==> config.mk <==
export PLATFORM = sky130hd
export DESIGN_NAME = motor_nav_ctrl
export DESIGN_NICKNAME = d
export VERILOG_FILES = /design/src/rtl/motor_nav_pkg.sv /design/src/rtl/motor_nav_ctrl_pwm_gen.sv /design/src/rtl/motor_nav_ctrl.sv
export SDC_FILE = /design/constraint.sdc
export NUM_CORES = 1
export LEC_CHECK = 0
export CORE_MARGIN = 2
export CORE_UTILIZATION = 45
export CTS_BUF_LIST = sky130_fd_sc_hd__clkbuf_4
export DETAILED_ROUTE_END_ITERATION = 16
export PLACE_DENSITY = 0.66
export SLEW_MARGIN = 5
export SYNTH_ARGS = -nofsm -noshare
export SYNTH_HDL_FRONTEND = slang
export SYNTH_HIERARCHICAL = 1
export SYNTH_SLANG_ARGS = --single-unit
==> constraint.sdc <==
create_clock -name clk -period 2.7 [get_ports clk]
set_input_delay 0.54 -clock clk [delete_from_list [all_inputs] [get_ports clk]]
set_output_delay 0.54 -clock clk [all_outputs]
set_load 0.05 [all_outputs]
==> src/rtl/motor_nav_pkg.sv <==
// Shared state encoding, motor direction codes and decode helpers for motor_nav_ctrl.
package motor_nav_pkg;

  typedef logic [2:0] state_t;

  localparam state_t STANDBY = 3'd0;
  localparam state_t FORWARD = 3'd1;
  localparam state_t RIGHT   = 3'd2;
  localparam state_t LEFT    = 3'd3;
  localparam state_t REVERSE = 3'd4;
  localparam state_t DEAD    = 3'd5;

  localparam logic [1:0] M_OFF = 2'b00;
  localparam logic [1:0] M_FWD = 2'b10;
  localparam logic [1:0] M_REV = 2'b01;

  // sensors are {front, left, right}; 000 and 011 both mean a clear path ahead
  function automatic state_t decode_target(input logic [2:0] s);
    case (s)
      3'b111:                 decode_target = REVERSE;
      3'b010, 3'b100, 3'b110: decode_target = RIGHT;
      3'b001, 3'b101:         decode_target = LEFT;
      default:                decode_target = FORWARD;
    endcase
  endfunction

  // returns {motor_a, motor_b} before PWM gating
  function automatic logic [3:0] motor_map(input state_t st);
    case (st)
      FORWARD: motor_map = {M_FWD, M_FWD};
      RIGHT:   motor_map = {M_FWD, M_REV};
      LEFT:    motor_map = {M_REV, M_FWD};
      REVERSE: motor_map = {M_REV, M_REV};
      default: motor_map = {M_OFF, M_OFF};
    endcase
  endfunction

endpackage

==> src/rtl/motor_nav_ctrl_pwm_gen.sv <==
// Free-running PWM counter; the duty is latched only at the period boundary.
module pwm_gen #(
  parameter int PWM_BITS = 8
) (
  input  logic                clk,
  input  logic                reset,
  input  logic [PWM_BITS-1:0] duty,
  output logic                pwm
);

  logic [PWM_BITS-1:0] cnt;
  logic [PWM_BITS-1:0] duty_q;

  always_ff @(posedge clk) begin
    if (reset) begin
      cnt    <= '0;
      duty_q <= '0;
    end else begin
      cnt <= cnt + PWM_BITS'(1);
      if (cnt == {PWM_BITS{1'b1}}) begin
        duty_q <= duty;
      end else begin
        duty_q <= duty_q;
      end
    end
  end

  assign pwm = (cnt < duty_q);

endmodule

==> src/rtl/motor_nav_ctrl.sv <==
// Three-sensor navigation FSM with dwell, dead-time and PWM-gated H-bridge outputs.
// Optional SENSOR_DEBOUNCE_EN adds a DEB_CYCLES stability filter after the synchroniser.
module motor_nav_ctrl
  import motor_nav_pkg::*;
#(
  parameter int PWM_BITS    = 8,
  parameter int MIN_DWELL   = 16,
  parameter int DEAD_CYCLES = 4,
  parameter int REV_CYCLES  = 64,
  parameter int DEB_CYCLES  = 8
) (
  input  logic                clk,
  input  logic                reset,
  input  logic                en,
  input  logic [2:0]          sensors,
  input  logic                duty_ld,
  input  logic [PWM_BITS-1:0] duty_fwd,
  input  logic [PWM_BITS-1:0] duty_turn,
  output logic [1:0]          motor_a,
  output logic [1:0]          motor_b,
  output logic [2:0]          state_o,
  output logic                pwm_o
);

  localparam int DWW = $clog2(MIN_DWELL + 1);
  localparam int DCW = $clog2(DEAD_CYCLES + 1);
  localparam int RCW = $clog2(REV_CYCLES + 1);

  logic [2:0] sync1, sync2, sens;
  state_t     state, state_nx, target;
  logic [DWW-1:0] dwell_cnt;
  logic [DCW-1:0] dead_cnt;
  logic [RCW-1:0] rev_cnt;
  logic [PWM_BITS-1:0] duty_fwd_q, duty_turn_q, active_duty;
  logic       pwm;
  logic [3:0] dir;

  always_ff @(posedge clk) begin
    if (reset) begin
      sync1 <= 3'b000;
      sync2 <= 3'b000;
    end else begin
      sync1 <= sensors;
      sync2 <= sync1;
    end
  end

`ifdef SENSOR_DEBOUNCE_EN
  localparam int BW = $clog2(DEB_CYCLES + 1);
  logic [2:0] filt;

  for (genvar i = 0; i < 3; i++) begin : g_deb
    logic [BW-1:0] deb_cnt;
    // a bit is accepted only after it has differed from the filtered value for DEB_CYCLES cycles
    always_ff @(posedge clk) begin
      if (reset) begin
        filt[i] <= 1'b0;
        deb_cnt <= '0;
      end else if (sync2[i] == filt[i]) begin
        filt[i] <= filt[i];
        deb_cnt <= '0;
      end else if (deb_cnt == BW'(DEB_CYCLES - 1)) begin
        filt[i] <= sync2[i];
        deb_cnt <= '0;
      end else begin
        filt[i] <= filt[i];
        deb_cnt <= deb_cnt + BW'(1);
      end
    end
  end
  assign sens = filt;
`else
  assign sens = sync2;
  // DEB_CYCLES only shapes the optional filter
  if (DEB_CYCLES < 1) begin : g_deb_unused
  end
`endif

  assign target = decode_target(sens);

  always_comb begin
    state_nx = state;
    if (!en) begin
      state_nx = STANDBY;
    end else begin
      case (state)
        STANDBY: state_nx = target;
        FORWARD, RIGHT, LEFT: begin
          if ((target != state) && (dwell_cnt >= DWW'(MIN_DWELL - 1))) begin
            state_nx = DEAD;
          end else begin
            state_nx = state;
          end
        end
        REVERSE: begin
          if (rev_cnt == RCW'(REV_CYCLES - 1)) begin
            state_nx = DEAD;
          end else begin
            state_nx = state;
          end
        end
        DEAD: begin
          if (dead_cnt == DCW'(DEAD_CYCLES - 1)) begin
            state_nx = target;
          end else begin
            state_nx = state;
          end
        end
        default: state_nx = STANDBY;
      endcase
    end
  end

  always_ff @(posedge clk) begin
    if (reset) begin
      state     <= STANDBY;
      dwell_cnt <= '0;
      dead_cnt  <= '0;
      rev_cnt   <= '0;
    end else if (state_nx != state) begin
      state     <= state_nx;
      dwell_cnt <= '0;
      dead_cnt  <= '0;
      rev_cnt   <= '0;
    end else begin
      state <= state;
      // dwell saturates at the exit threshold so long motions cannot wrap it
      if (((state == FORWARD) || (state == RIGHT) || (state == LEFT)) &&
          (dwell_cnt < DWW'(MIN_DWELL - 1))) begin
        dwell_cnt <= dwell_cnt + DWW'(1);
      end else begin
        dwell_cnt <= dwell_cnt;
      end
      dead_cnt <= (state == DEAD)    ? dead_cnt + DCW'(1) : dead_cnt;
      rev_cnt  <= (state == REVERSE) ? rev_cnt + RCW'(1)  : rev_cnt;
    end
  end

  always_ff @(posedge clk) begin
    if (reset) begin
      duty_fwd_q  <= '0;
      duty_turn_q <= '0;
    end else if (duty_ld) begin
      duty_fwd_q  <= duty_fwd;
      duty_turn_q <= duty_turn;
    end else begin
      duty_fwd_q  <= duty_fwd_q;
      duty_turn_q <= duty_turn_q;
    end
  end

  assign active_duty = (state == FORWARD) ? duty_fwd_q : duty_turn_q;

  pwm_gen #(.PWM_BITS(PWM_BITS)) u_pwm (
    .clk   (clk),
    .reset (reset),
    .duty  (active_duty),
    .pwm   (pwm)
  );

  assign dir = motor_map(state);

  always_ff @(posedge clk) begin
    if (reset) begin
      motor_a <= M_OFF;
      motor_b <= M_OFF;
      pwm_o   <= 1'b0;
    end else begin
      motor_a <= dir[3:2] & {2{pwm}};
      motor_b <= dir[1:0] & {2{pwm}};
      pwm_o   <= pwm;
    end
  end

  assign state_o = state;

endmodule

==> summary.md <==
| Metric | Value |
|---|---|
| Full die area | `7190 um2` |
| Clock tree from TritonCTS | `built` |
| Row count | `29` |
| Crit path to | `state_o[1]` |
| Clk_lat worst skew | `400 ps` |
| Number of buffers created by CTS | `9` |
| Post-synthesis cell area | `2940 um2` |
| Seq/Total Area, Yosys | `41.5%` |
| Max VDD drop | `0.000313 V` |
| Setup bufs post-CTS | `0` |
| CTS clk-pin slew, worst paths | `110 ps` |
| Final count of pins violating max slew | `0` |
| Worst path max stage delay | `900 ps` |
| R2r startpoint | `dwell_cnt[0]$_SDFFE_PP0P_` |
| Status | `finished, final reports clean` |
| Most used flip-flop cell after synthesis | `dfxtp_1` |
| Port-buffer cells | `30` |
| DRC marker count from the first detailed-route iteration | `97` |
| Setup_tns | `0 ps` |
| Commonest non-fill, non-tap cells in the layout | `dfxtp_1 (61), nor2_1 (38), clkdlybuf4s50_1 (30), mux2i_1 (27), nand2b_1 (21)` |
| Switching Power | `0.488 mW` |
| #FFs+latches synth | `61` |
| Worst Max-Slew Pin Slew | `808 ps` |
| Min Hold Slack | `445 ps` |
| R2R depth | `8` |
| Max Cap Viol | `0` |
| Synth Area per Inst | `9.24 um2` |
| Leak | `1.29 nW` |
| Vias in the first global route | `2035` |
| Crit path kind | `reg2out` |
| Initial antenna violation count | `0` |
| Post-CTS Hold Fix Bufs | `0` |
| Final setup viols | `0` |
| Max_slew headroom | `45.6%` |
| Clock buffer depth | `2` |
| Tmin final | `2500 ps` |
| Area grow syn2layout | `16.4%` |
| Clock Tree Root | `clkbuf_4` |
| DRT antenna net count | `0` |
| Final #Nets | `384` |
| Share of cells above drive strength 1 | `11.9%` |
| PwrDens | `499 nW/um2` |
| Register Area | `1220 um2` |
| Via count | `2183` |
| RSZ-0062 raised after global routing | `no` |
| First-pass GRT wire length | `9.09 mm` |
| First drt pass iteration count | `4` |
| Final cycle utilization of the critical path | `92.7%` |
| Largest net degree at the start of global routing | `49` |
| Delay-heaviest family, CP | `buffers and inverters` |
| Total grt overflow | `0` |
| Clock network power share | `32.0%` |
| Post-synth EDFFs | `0` |
| Area occupied by multi-input gates | `1590 um2` |
| Crit. path cell count | `1` |
| # clock sinks | `61` |
| # diodes | `0` |
| Chip Width | `84.8 um` |
| CTS H-tree depth | `3` |
| CP startpoint | `state_o[1]$_SDFFE_PP0P_` |
| Combinational power share | `12.2%` |
| Cell count after synthesis | `318` |
| Fmax | `400 MHz` |
| Chip height | `84.8 um` |
| CP Data Arrival Time | `1960 ps` |
| Initial core utilization | `46.3%` |
| Final wirelength | `5.11 mm` |
| Core Footprint | `6350 um2` |
| Total internal power | `1.22 mW` |
| CP Data Required Time | `2160 ps` |
| CP startpoint kind | `register` |
| RD Place Congestion | `0.822` |
| Post-CTS resize count | `0` |
| HPWL Detailed | `3.62 mm` |
| Worst path slowest cell | `clkdlybuf4s50_1` |
| Flop pwr share | `55.8%` |
| Skew final | `15.4 ps` |
| Crit. End Element | `output port` |
| GRT Resource Usage Total | `15.7%` |
| Async S/R FF share, synth | `0%` |
| Synth unique cells | `41` |
| Syn nets | `354` |
| Hold Crit Class | `reg2reg` |
| Most common cell after layout, fill and taps aside | `dfxtp_1` |
| Buf+Inv Stages, Crit Path | `1` |
| Via density | `5.08` |
| Yosys Warn Count | `6` |
| FF-to-FF End | `dead_cnt[1]$_SDFFE_PP0N_` |
| Critical path cell sequence | `clkdlybuf4s50_1` |
| Final hold violations | `0` |
| Fill count | `555` |
| CP max FO | `16` |
| Sw frac | `28.6%` |
| IO Count | `31` |
| DR DRC count | `0` |
| Avg WL per Cell | `11.9 um` |
| Reg2reg setup slack | `290 ps` |
[registers in the layout, summed over array words and instances (netlist names)]
name / cells
duty_fwd_q: 8
duty_turn_q: 8
u_pwm/cnt: 8
u_pwm/duty_q: 8
rev_cnt: 7
dwell_cnt: 5
dead_cnt: 3
sens: 3
state_o: 3
sync1: 3
motor_a: 2
motor_b: 2
pwm_o: 1
[routing by layer]
metal	routed length, um	share of wire [%]	track usage [%]	vias to the layer above
met5	0	0	0	-
met4	95	1.9	8.23	0
met2	2140	42	23.6	47
li1	-	-	-	1156
met1	2680	52	21.3	971
met3	193	3.8	3.21	9
[per-stage QoR]
stage	power [mW]	util, %	setup WS (ps)	instances	instance area (um2)
after detailed placement	1.18	52.0	288	414	3300
after global routing	1.79	53.9	87.5	430	3420
after CTS	1.73	53.9	157	430	3420
after floorplan	1.11	-	518	318	2940
after global placement	1.18	52.0	369	414	3300
final	1.71	53.9	198	430	3420
[worst min-delay path by stage]
stage	start	end	cells after the start	slack, ps
3_3_place_gp	sync1[1]$_SDFF_PP0_	sens[1]$_SDFF_PP0_	1	420
5_1_grt	sync1[0]$_SDFF_PP0_	sens[0]$_SDFF_PP0_	1	460
3_5_place_dp	sync1[2]$_SDFF_PP0_	sens[2]$_SDFF_PP0_	1	420
6_report	sync1[2]$_SDFF_PP0_	sens[2]$_SDFF_PP0_	1	440
2_1_floorplan	sync1[0]$_SDFF_PP0_	sens[0]$_SDFF_PP0_	1	410
4_1_cts	sync1[2]$_SDFF_PP0_	sens[2]$_SDFF_PP0_	1	450
[kinds of logic (layout without fill, tap and decap cells)]
family / Yosys count / count (layout) / share of synthesized area [%]
XOR/XNOR: 13 / 13 / 4.13
AND/OR/NAND/NOR: 131 / 131 / 24.2
multiplexers: 35 / 35 / 12.3
buffers and inverters: 28 / 63 / 4.43
flip-flops: 61 / 61 / 41.5
AO/OA/AOI/OAI: 37 / 37 / 7.88
adder cells (fa/ha/maj): 13 / 13 / 5.53
[layout make-up]
cell class                      instances  share of cell area [%]
Timing Repair Buffer                   35                    10.2
Inverter                               12                    1.32
Multi-Input combinational cell        229                    46.4
Clock buffer                            9                    1.98
Clock inverter                          7                    1.54
Tap cell                               77                    2.82
Sequential cell                        61                    35.7
[synth_stat cells, drive strengths merged (4+ instances only)]
cell type  number  area [um2]
o21ai           8        40.0
dfxtp          61        1220
xnor2           4        35.0
ha             13         163
o211ai          4        30.0
mux2i          27         270
nand4           6        50.0
xor2            9        86.3
nor2           39         154
a21oi          14        70.1
mux2            8        90.1
nor2b          14        87.6
a31oi           6        43.8
inv            12        45.0
nand2          12        45.0
nor3           20         115
nand2b         21         131
clkbuf          9        35.0
or3             5        31.3
nand3           7        40.0
buf             7        50.1
[power groups by stage]
stage / sequential (mW) / combinational (mW) / clock, mW
global placement: 0.972 / 0.205 / 0
finish: 0.952 / 0.208 / 0.546
global route: 0.957 / 0.229 / 0.608
detailed placement: 0.973 / 0.209 / 0
floorplan: 0.976 / 0.134 / 0
CTS: 0.953 / 0.210 / 0.565
(Power assumes the default switching activity.)
